### src/rtl/cuenta_pkg.sv
// Shared definitions for the round-robin scheduler in front of the shared cuenta1 counter.
package cuenta_pkg;

    localparam int W_VALOR_DEF = 3;
    localparam int TIMEOUT_DEF = 31;

    typedef enum logic [1:0] {
        LIBRE    = 2'd0,
        ARRANQUE = 2'd1,
        ESPERA   = 2'd2,
        FIN      = 2'd3
    } estado_t;

    typedef enum logic {
        OK  = 1'b0,
        TMO = 1'b1
    } motivo_t;

endpackage

### src/rtl/rr_sel4.sv
// Combinational round-robin picker: first set request at or after ptr, wrapping upward.
module rr_sel4 (
    input  logic [3:0] req,
    input  logic [1:0] ptr,
    output logic [1:0] idx,
    output logic       valido
);

    logic [1:0] cand;

    // Scan from the farthest candidate down so the closest one to ptr wins.
    always_comb begin
        idx    = ptr;
        valido = |req;
        cand   = '0;
        for (int k = 3; k >= 0; k--) begin
            cand = ptr + 2'(k);
            if (req[cand]) idx = cand;
        end
    end

endmodule

### src/rtl/planificador_cuenta.sv
// Shares one counter among four requesters: grants round-robin, pulses start, waits for fin
// or a timeout, then reports completion (hecho) or abort (err) for the served requester.
module planificador_cuenta
    import cuenta_pkg::*;
#(
    parameter int W_VALOR = W_VALOR_DEF,
    parameter int TIMEOUT = TIMEOUT_DEF
) (
    input  logic                 clk,
    input  logic                 reset_n,
    input  logic [3:0]           req,
    input  logic [4*W_VALOR-1:0] valores,
    input  logic                 fin,
    output logic                 start,
    output logic [W_VALOR-1:0]   valor,
    output logic [3:0]           gnt,
    output logic                 ocupado,
    output logic [3:0]           hecho,
    output logic                 err
);

    localparam int TMO_W = $clog2(TIMEOUT + 1);

    estado_t            estado_q, estado_d;
    motivo_t            motivo_q, motivo_d;
    logic [1:0]         ptr_q, ptr_d;
    logic [1:0]         gidx_q, gidx_d;
    logic [TMO_W-1:0]   tmo_q, tmo_d;
    logic [W_VALOR-1:0] valor_q, valor_d;
    logic [3:0]         gnt_q, gnt_d;
    logic               start_q, start_d;

    logic [1:0]         sel_idx;
    logic               sel_valido;

    rr_sel4 u_sel (
        .req    (req),
        .ptr    (ptr_q),
        .idx    (sel_idx),
        .valido (sel_valido)
    );

    always_comb begin
        estado_d = estado_q;
        motivo_d = motivo_q;
        ptr_d    = ptr_q;
        gidx_d   = gidx_q;
        tmo_d    = tmo_q;
        valor_d  = valor_q;
        gnt_d    = gnt_q;
        start_d  = 1'b0;
        case (estado_q)
            LIBRE: begin
                if (sel_valido) begin
                    estado_d = ARRANQUE;
                    gidx_d   = sel_idx;
                    gnt_d    = 4'b0001 << sel_idx;
                    valor_d  = valores[sel_idx*W_VALOR +: W_VALOR];
                    start_d  = 1'b1;
                end
            end
            ARRANQUE: begin
                estado_d = ESPERA;
                tmo_d    = '0;
                ptr_d    = gidx_q + 2'd1;
            end
            ESPERA: begin
                // fin has priority over a timeout landing on the same cycle.
                if (fin) begin
                    estado_d = FIN;
                    motivo_d = OK;
                end else if (tmo_q == TMO_W'(TIMEOUT - 1)) begin
                    estado_d = FIN;
                    motivo_d = TMO;
                end else begin
                    tmo_d = tmo_q + 1'b1;
                end
            end
            FIN: begin
                estado_d = LIBRE;
                gnt_d    = '0;
            end
            default: estado_d = LIBRE;
        endcase
    end

    always_ff @(posedge clk or negedge reset_n) begin
        if (!reset_n) begin
            estado_q <= LIBRE;
            motivo_q <= OK;
            ptr_q    <= '0;
            gidx_q   <= '0;
            tmo_q    <= '0;
            valor_q  <= '0;
            gnt_q    <= '0;
            start_q  <= 1'b0;
        end else begin
            estado_q <= estado_d;
            motivo_q <= motivo_d;
            ptr_q    <= ptr_d;
            gidx_q   <= gidx_d;
            tmo_q    <= tmo_d;
            valor_q  <= valor_d;
            gnt_q    <= gnt_d;
            start_q  <= start_d;
        end
    end

    assign start   = start_q;
    assign valor   = valor_q;
    assign gnt     = gnt_q;
    assign ocupado = (estado_q != LIBRE);
    assign hecho   = (estado_q == FIN && motivo_q == OK)  ? gnt_q : 4'b0000;
    assign err     = (estado_q == FIN && motivo_q == TMO);

endmodule

### config.mk
export PLATFORM = sky130hd
export DESIGN_NAME = planificador_cuenta
export DESIGN_NICKNAME = d
export VERILOG_FILES = /design/src/rtl/cuenta_pkg.sv /design/src/rtl/rr_sel4.sv /design/src/rtl/planificador_cuenta.sv
export SDC_FILE = /design/constraint.sdc
export NUM_CORES = 1
export LEC_CHECK = 0
export BUFFER_PORTS_ARGS = -buffer_cell sky130_fd_sc_hd__buf_2
export CAP_MARGIN = 20
export CORE_MARGIN = 2
export CORE_UTILIZATION = 51
export CTS_CLUSTER_SIZE = 28
export DETAILED_ROUTE_END_ITERATION = 6
export PLACE_DENSITY = 0.84
export SLEW_MARGIN = 15
export SYNTH_ARGS = -nofsm -noshare
export SYNTH_HDL_FRONTEND = slang
export SYNTH_SLANG_ARGS = --single-unit
### constraint.sdc
create_clock -name clk -period 2.1 [get_ports clk]
set_input_delay 0.21 -clock clk [delete_from_list [all_inputs] [get_ports clk]]
set_output_delay 0.21 -clock clk [all_outputs]
set_load 0.05 [all_outputs]
; After elaboration in Yosys (flattened, before gate mapping)
; Index checks and enable logic that the tools add are counted.
[totals]
reg_bits = 20
in_bits = 19
out_inout_bits = 14
elab_cells = 68
[classes]
addsub = 5
n_mul = 1
n_lt_le_gt_ge = 4
eq_ne = 8
shifts = 2
muxes = 26
bitwise_logic = 1
reduce_logical = 13
[op_table]
columns = op, n
row1 = two-way mux 2 bit, 7
row2 = "< comparator 2 x 3 -> 1 bit, second input constant", 4
row3 = indexed part select 12 x 5 -> 3 bit, 1
row4 = two-way mux 5 bit, 2
row5 = one-hot mux 5 bit (2 select lines), 1
row6 = binary-select mux 1 bit (select 2 bit), 4
row7 = two-way mux 1 bit, 8
row8 = two-way mux 4 bit, 2
row9 = one-hot mux 2 bit (4 select lines), 1
row10 = one-hot mux 4 bit (2 select lines), 1
row11 = AND reduction 2 bit, 4
row12 = nonzero test 2 bit, 4
row13 = "!= test 2 bit, second input constant", 3
row14 = "adder 5 x 1 -> 5 bit, second input constant", 1
row15 = "== test 5 bit, second input constant", 1
row16 = "adder 2 x 1 -> 2 bit, second input constant", 2
row17 = "adder 2 bit, second input constant", 2
row18 = "== test 2 bit, second input constant", 2
row19 = "multiplier 2 x 2 -> 4 bit, second input constant", 1
row20 = OR reduction 4 bit, 1
row21 = "left shift 1 x 2 -> 4 bit, first input constant", 1
row22 = "!= test 3 bit, second input constant", 1
row23 = AND reduction 3 bit, 1
row24 = "== test 2 x 1 -> 1 bit, second input constant", 1
row25 = other kinds (3), 4

; Logic depth before layout (Yosys ltp)
[depth]
depth_word = 10
mapped_depth = 7
depth_no_buf = 7

; Cells and area by module
; Synthesis repeated with hierarchy kept, for this count alone.
[hier_totals]
hier_cells = 109
area_unflattened_um2 = 1201.2
[modules_own_cells]
columns = module, instances, cells_each, area_each_um2, seq_area_each_um2
row1 = planificador_cuenta, 1, 93, 1101.1, 500.5
row2 = rr_sel4, 1, 16, 100.1, 0.0

; Worst setup path before layout
; Ideal clock, no wire load.
[synth_timing]
path_kind = reg2reg
from = reg ptr_q[1]
to = reg valor_q[0] (netlist: valor[0])
setup_ns = 0.126
t_arrival_ns = 1.685
required_ns = 1.974
slack_ns = 0.289
stages_incl_launch_ff = 6
path_buffers = 0
period_less_slack_ns = 1.811
path_cell_list = dfrtp_1 nor3_1 nor4_4 nor2_2 mux2_1 a221o_1
[synth_between]
elab_chain_cells = 9
word_cells_on_any_way = 17
classes_between = 3 x add/sub / 1 x mul / 1 x shift / 12 x mux
[synth_lines]
columns = element, line_no
row1 = start: declaration, planificador_cuenta.sv:26  ; logic [1:0] ptr_q, ptr_d;
row2 = start signal: assignment, planificador_cuenta.sv:100  ; ptr_q <= ptr_d;
row3 = adder 2 bit, rr_sel4.sv:17  ; cand = ptr + 2'(k);
row4 = binary-select mux 1 bit (select 2 bit), rr_sel4.sv:18  ; if (req[cand]) idx = cand;
row5 = two-way mux 1 bit (not written as such), rr_sel4.sv:18
row6 = two-way mux 2 bit (3 in a row), rr_sel4.sv:18
row7 = two-way mux 2 bit *, rr_sel4.sv:18
row8 = multiplier 2 x 2 -> 4 bit *, planificador_cuenta.sv:58  ; valor_d = valores[sel_idx*W_VALOR +: W_VALOR];
row9 = indexed part select 12 x 5 -> 3 bit *, planificador_cuenta.sv:58
row10 = end signal: assignment, planificador_cuenta.sv:103  ; valor_q <= valor_d;
row11 = end: declaration, planificador_cuenta.sv:29  ; logic [W_VALOR-1:0] valor_q, valor_d;
; Mark *: on every way between the ends. The rest lies on a longest branch, timed or not. The select of a mux whose other input is x is not followed.
; A chain may end at the register's enable or synchronous reset.

; Final worst setup path
[layout_timing]
from = reg ptr_q[1]
to = reg valor_q[1] (netlist: valor[1])
; The elaborated chain is that of the path after synthesis.

==> impl_metrics.env <==
export IMPL_status="finished clean"
export IMPL_grt_pass1_vias=945
export IMPL_power_mw=1.93
export IMPL_final_core_utilization=0.651
export IMPL_track_usage=0.194
export IMPL_die_area_mm2=0.00269
export IMPL_via_per_inst=5.52
export IMPL_diodes=0
export IMPL_grt_max_degree=21
export IMPL_r2r_end="valor[1]"
export IMPL_place_gp_congestion=0.888
export IMPL_cp_end_kind="flip-flop"
export IMPL_required_ns=2.27
export IMPL_std_cell_rows=17
export IMPL_drt_iter0_markers=36
export IMPL_grt_pass1_wl_mm=3.91
export IMPL_fin_setup_tns_ns=0
export IMPL_tightestPinTransition_ns=0.481
export IMPL_layout_drive_gt1_share=0.278
export IMPL_peakVddDrop_mv=0.936
export IMPL_portBuffers=32
export IMPL_period_needed_ns=1.94
export IMPL_cellPowerDensity_mw_per_mm2=1360
export IMPL_synth_warnings=0
export IMPL_rrSetupSlack_ns=0.16
export IMPL_cp_start_kind="flip-flop"
export IMPL_fmax_mhz=515
export IMPL_grt_overflow=0
export IMPL_cp_max_fo=7
export IMPL_netlist_instances=120
export IMPL_holdCritStartpoint="fin"
export IMPL_yosysUniqueCellTypes=35
export IMPL_max_slew_margin=0.680
export IMPL_core_mm2=0.00219
export IMPL_cts_tree="done"
export IMPL_setup_violations=0
export IMPL_final_nets=185
export IMPL_syn_cell_area_mm2=0.00117
export IMPL_maxSlewViolCount=0
export IMPL_hold_violations=0
export IMPL_wl_per_cell_um=13.1
export IMPL_syn_to_final_growth_pct=22.1
export IMPL_totalWireLength_mm=2.44
export IMPL_yosysSeqAreaShare=0.428
export IMPL_via_count=1027
export IMPL_fill_cells=161
export IMPL_synth_seq_cells=20
export IMPL_cts_inserted_buffers=3
export IMPL_holdPathEnd="motivo_q"
export IMPL_crit_type="reg -> reg"
export IMPL_rr_worst_depth=5
export IMPL_holdCritPathClass="in -> reg"
export IMPL_cts_sinks=20
export IMPL_htree_levels=1
export IMPL_period_share=0.924
export IMPL_final_antenna_net_count=0
export IMPL_syn_nets=146
export IMPL_initial_core_util=0.533
export IMPL_cts_root_buf="clkbuf_4"
export IMPL_die_h_um=51.9
export IMPL_worstSkewPairLatency_ns=0.29
export IMPL_crit_start="ptr_q[1]"
export IMPL_hold_depth=2
export IMPL_fin_skew_ns=0.00886
export IMPL_clockBufferDepth=2
export IMPL_leakage_nw=0.703
export IMPL_io_pins=33
export IMPL_cts_reportedPaths_clkPinSlew_ns=0.11
export IMPL_drtPass1Iterations=4
export IMPL_drc=0
export IMPL_rsz0062_at_grt="no"
export IMPL_worstReg2RegStart="ptr_q[1]"
export IMPL_cp_arrival_ns=2.11
export IMPL_die_w_um=51.9
export IMPL_cts_setup_buffers=0
export IMPL_avgSynthCellArea_um2=9.74
export IMPL_antenna_found_initial=0
export IMPL_dpl_hpwl_mm=1.92
export IMPL_max_cap_viol_count=0
-- cell usage after synthesis --
cell type / number / area share
a221o_1: 3 / 0.026
a21oi_1: 5 / 0.021
nor4_4: 1 / 0.018
o21ai_0: 14 / 0.060
nand4_1: 2 / 0.011
inv_1: 6 / 0.019
a211oi_1: 3 / 0.019
nand3_1: 5 / 0.021
o21a_1: 1 / 0.0064
nor2_2: 1 / 0.0054
nand2_1: 6 / 0.019
or4b_1: 1 / 0.0086
or4_1: 1 / 0.0064
a32o_1: 1 / 0.0086
nor3b_1: 1 / 0.0064
ha_1: 7 / 0.075
mux2_1: 3 / 0.029
or2_2: 1 / 0.0054
or3b_2: 1 / 0.0075
nor2_1: 9 / 0.029
dfrtp_1: 20 / 0.43
and4_1: 1 / 0.0075
nor4_1: 1 / 0.0054
nand2b_1: 2 / 0.011
nor3_1: 2 / 0.0086
o221ai_1: 1 / 0.0075
o41ai_1: 1 / 0.0075
mux2_2: 1 / 0.0096
a2bb2oi_1: 1 / 0.0075
nor2b_1: 5 / 0.027
xnor2_1: 1 / 0.0075
and2_1: 7 / 0.037
xor2_1: 3 / 0.022
clkbuf_1: 1 / 0.0032
and3b_1: 1 / 0.0075
-- timing repair --
action                                  in CTS  in global routing
endpoints found under the setup margin       0                  3
endpoints found under the hold margin       20                  0
gates resized for setup                      0                  1
hold buffers                                 1                  0
-- cell usage in the layout, fill, tap and decap left out, drive strengths merged, types with 2 or more instances in the layout --
cell / instances
buf: 34
dfrtp: 20
o21ai: 14
nor2: 10
and2: 7
ha: 7
inv: 6
nand2: 6
nor2b: 5
a21oi: 5
nand3: 5
mux2: 4
clkbuf: 4
xor2: 3
a211oi: 3
a221o: 3
nand2b: 2
nand4: 2
nor4: 2
nor3: 2
-- worst max-delay path by stage --
stage	endpoint	slack, ns	cells past startpoint
2_1_floorplan	valor[0]	0.29	5
3_3_place_gp	valor[1]	0.20	5
6_report	valor[1]	0.16	5
5_1_grt	valor[1]	0.07	5
4_1_cts	valor[1]	0.07	5
3_5_place_dp	valor[1]	0.09	5
-- cells by family after synthesis --
family | Yosys count | synth area share
simple gates | 48 | 0.242
mux | 4 | 0.0385
fa+ha+maj | 7 | 0.0749
xor+xnor | 4 | 0.0300
flops | 20 | 0.428
buf+inv | 7 | 0.0225
compound gates | 30 | 0.164
-- state kept, by name, summed over array words and instances, names as in the netlist --
register / cells
motivo_q: 1
gidx_q: 2
ptr_q: 2
gnt: 4
estado_q: 2
tmo_q: 5
valor: 3
start: 1
-- stage by stage --
stage | hold slack, ns | setup WS, ns | instances | area [um^2]
floorplan | -0.0856 | 0.289 | 120 | 1170
global placement | 0.177 | 0.195 | 181 | 1380
detailed placement | 0.179 | 0.0874 | 181 | 1380
CTS | 0.101 | 0.0734 | 186 | 1420
global route | 0.0978 | 0.0654 | 186 | 1430
finish | 0.107 | 0.159 | 186 | 1430
-- critical path: stages, from the launching register on --
cell	delay [ns]
dfrtp_1	0.47
nor3_2	0.29
nor4_4	0.09
nor2_2	0.27
mux2_1	0.36
a221o_1	0.34
-- layer usage --
| metal | part of all wire | track usage | vias to the layer above |
|---|---|---|---|
| li1 | - | - | 515 |
| met1 | 0.42 | 0.233 | 468 |
| met2 | 0.49 | 0.344 | 40 |
| met3 | 0.073 | 0.0402 | 4 |
| met4 | 0.011 | 0.0614 | 0 |
| met5 | 0 | 0 | - |
-- power by group --
| group | switching (mW) | total, mW | internal, mW |
|---|---|---|---|
| clock network | 0.111 | 0.217 | 0.105 |
| registers | 0.121 | 0.650 | 0.529 |
| logic | 0.698 | 1.07 | 0.368 |
-- area by class of cell --
type                    count  area (um^2)  share of cell area
clock buffers               4         36.3              0.0254
inverters                   6         22.5              0.0158
multi-input cells          93          647               0.454
flip-flops and latches     20          500               0.351
well taps                  28         35.0              0.0246
repair buffers             35          185               0.130
Power figures use the tool's default switching activity.
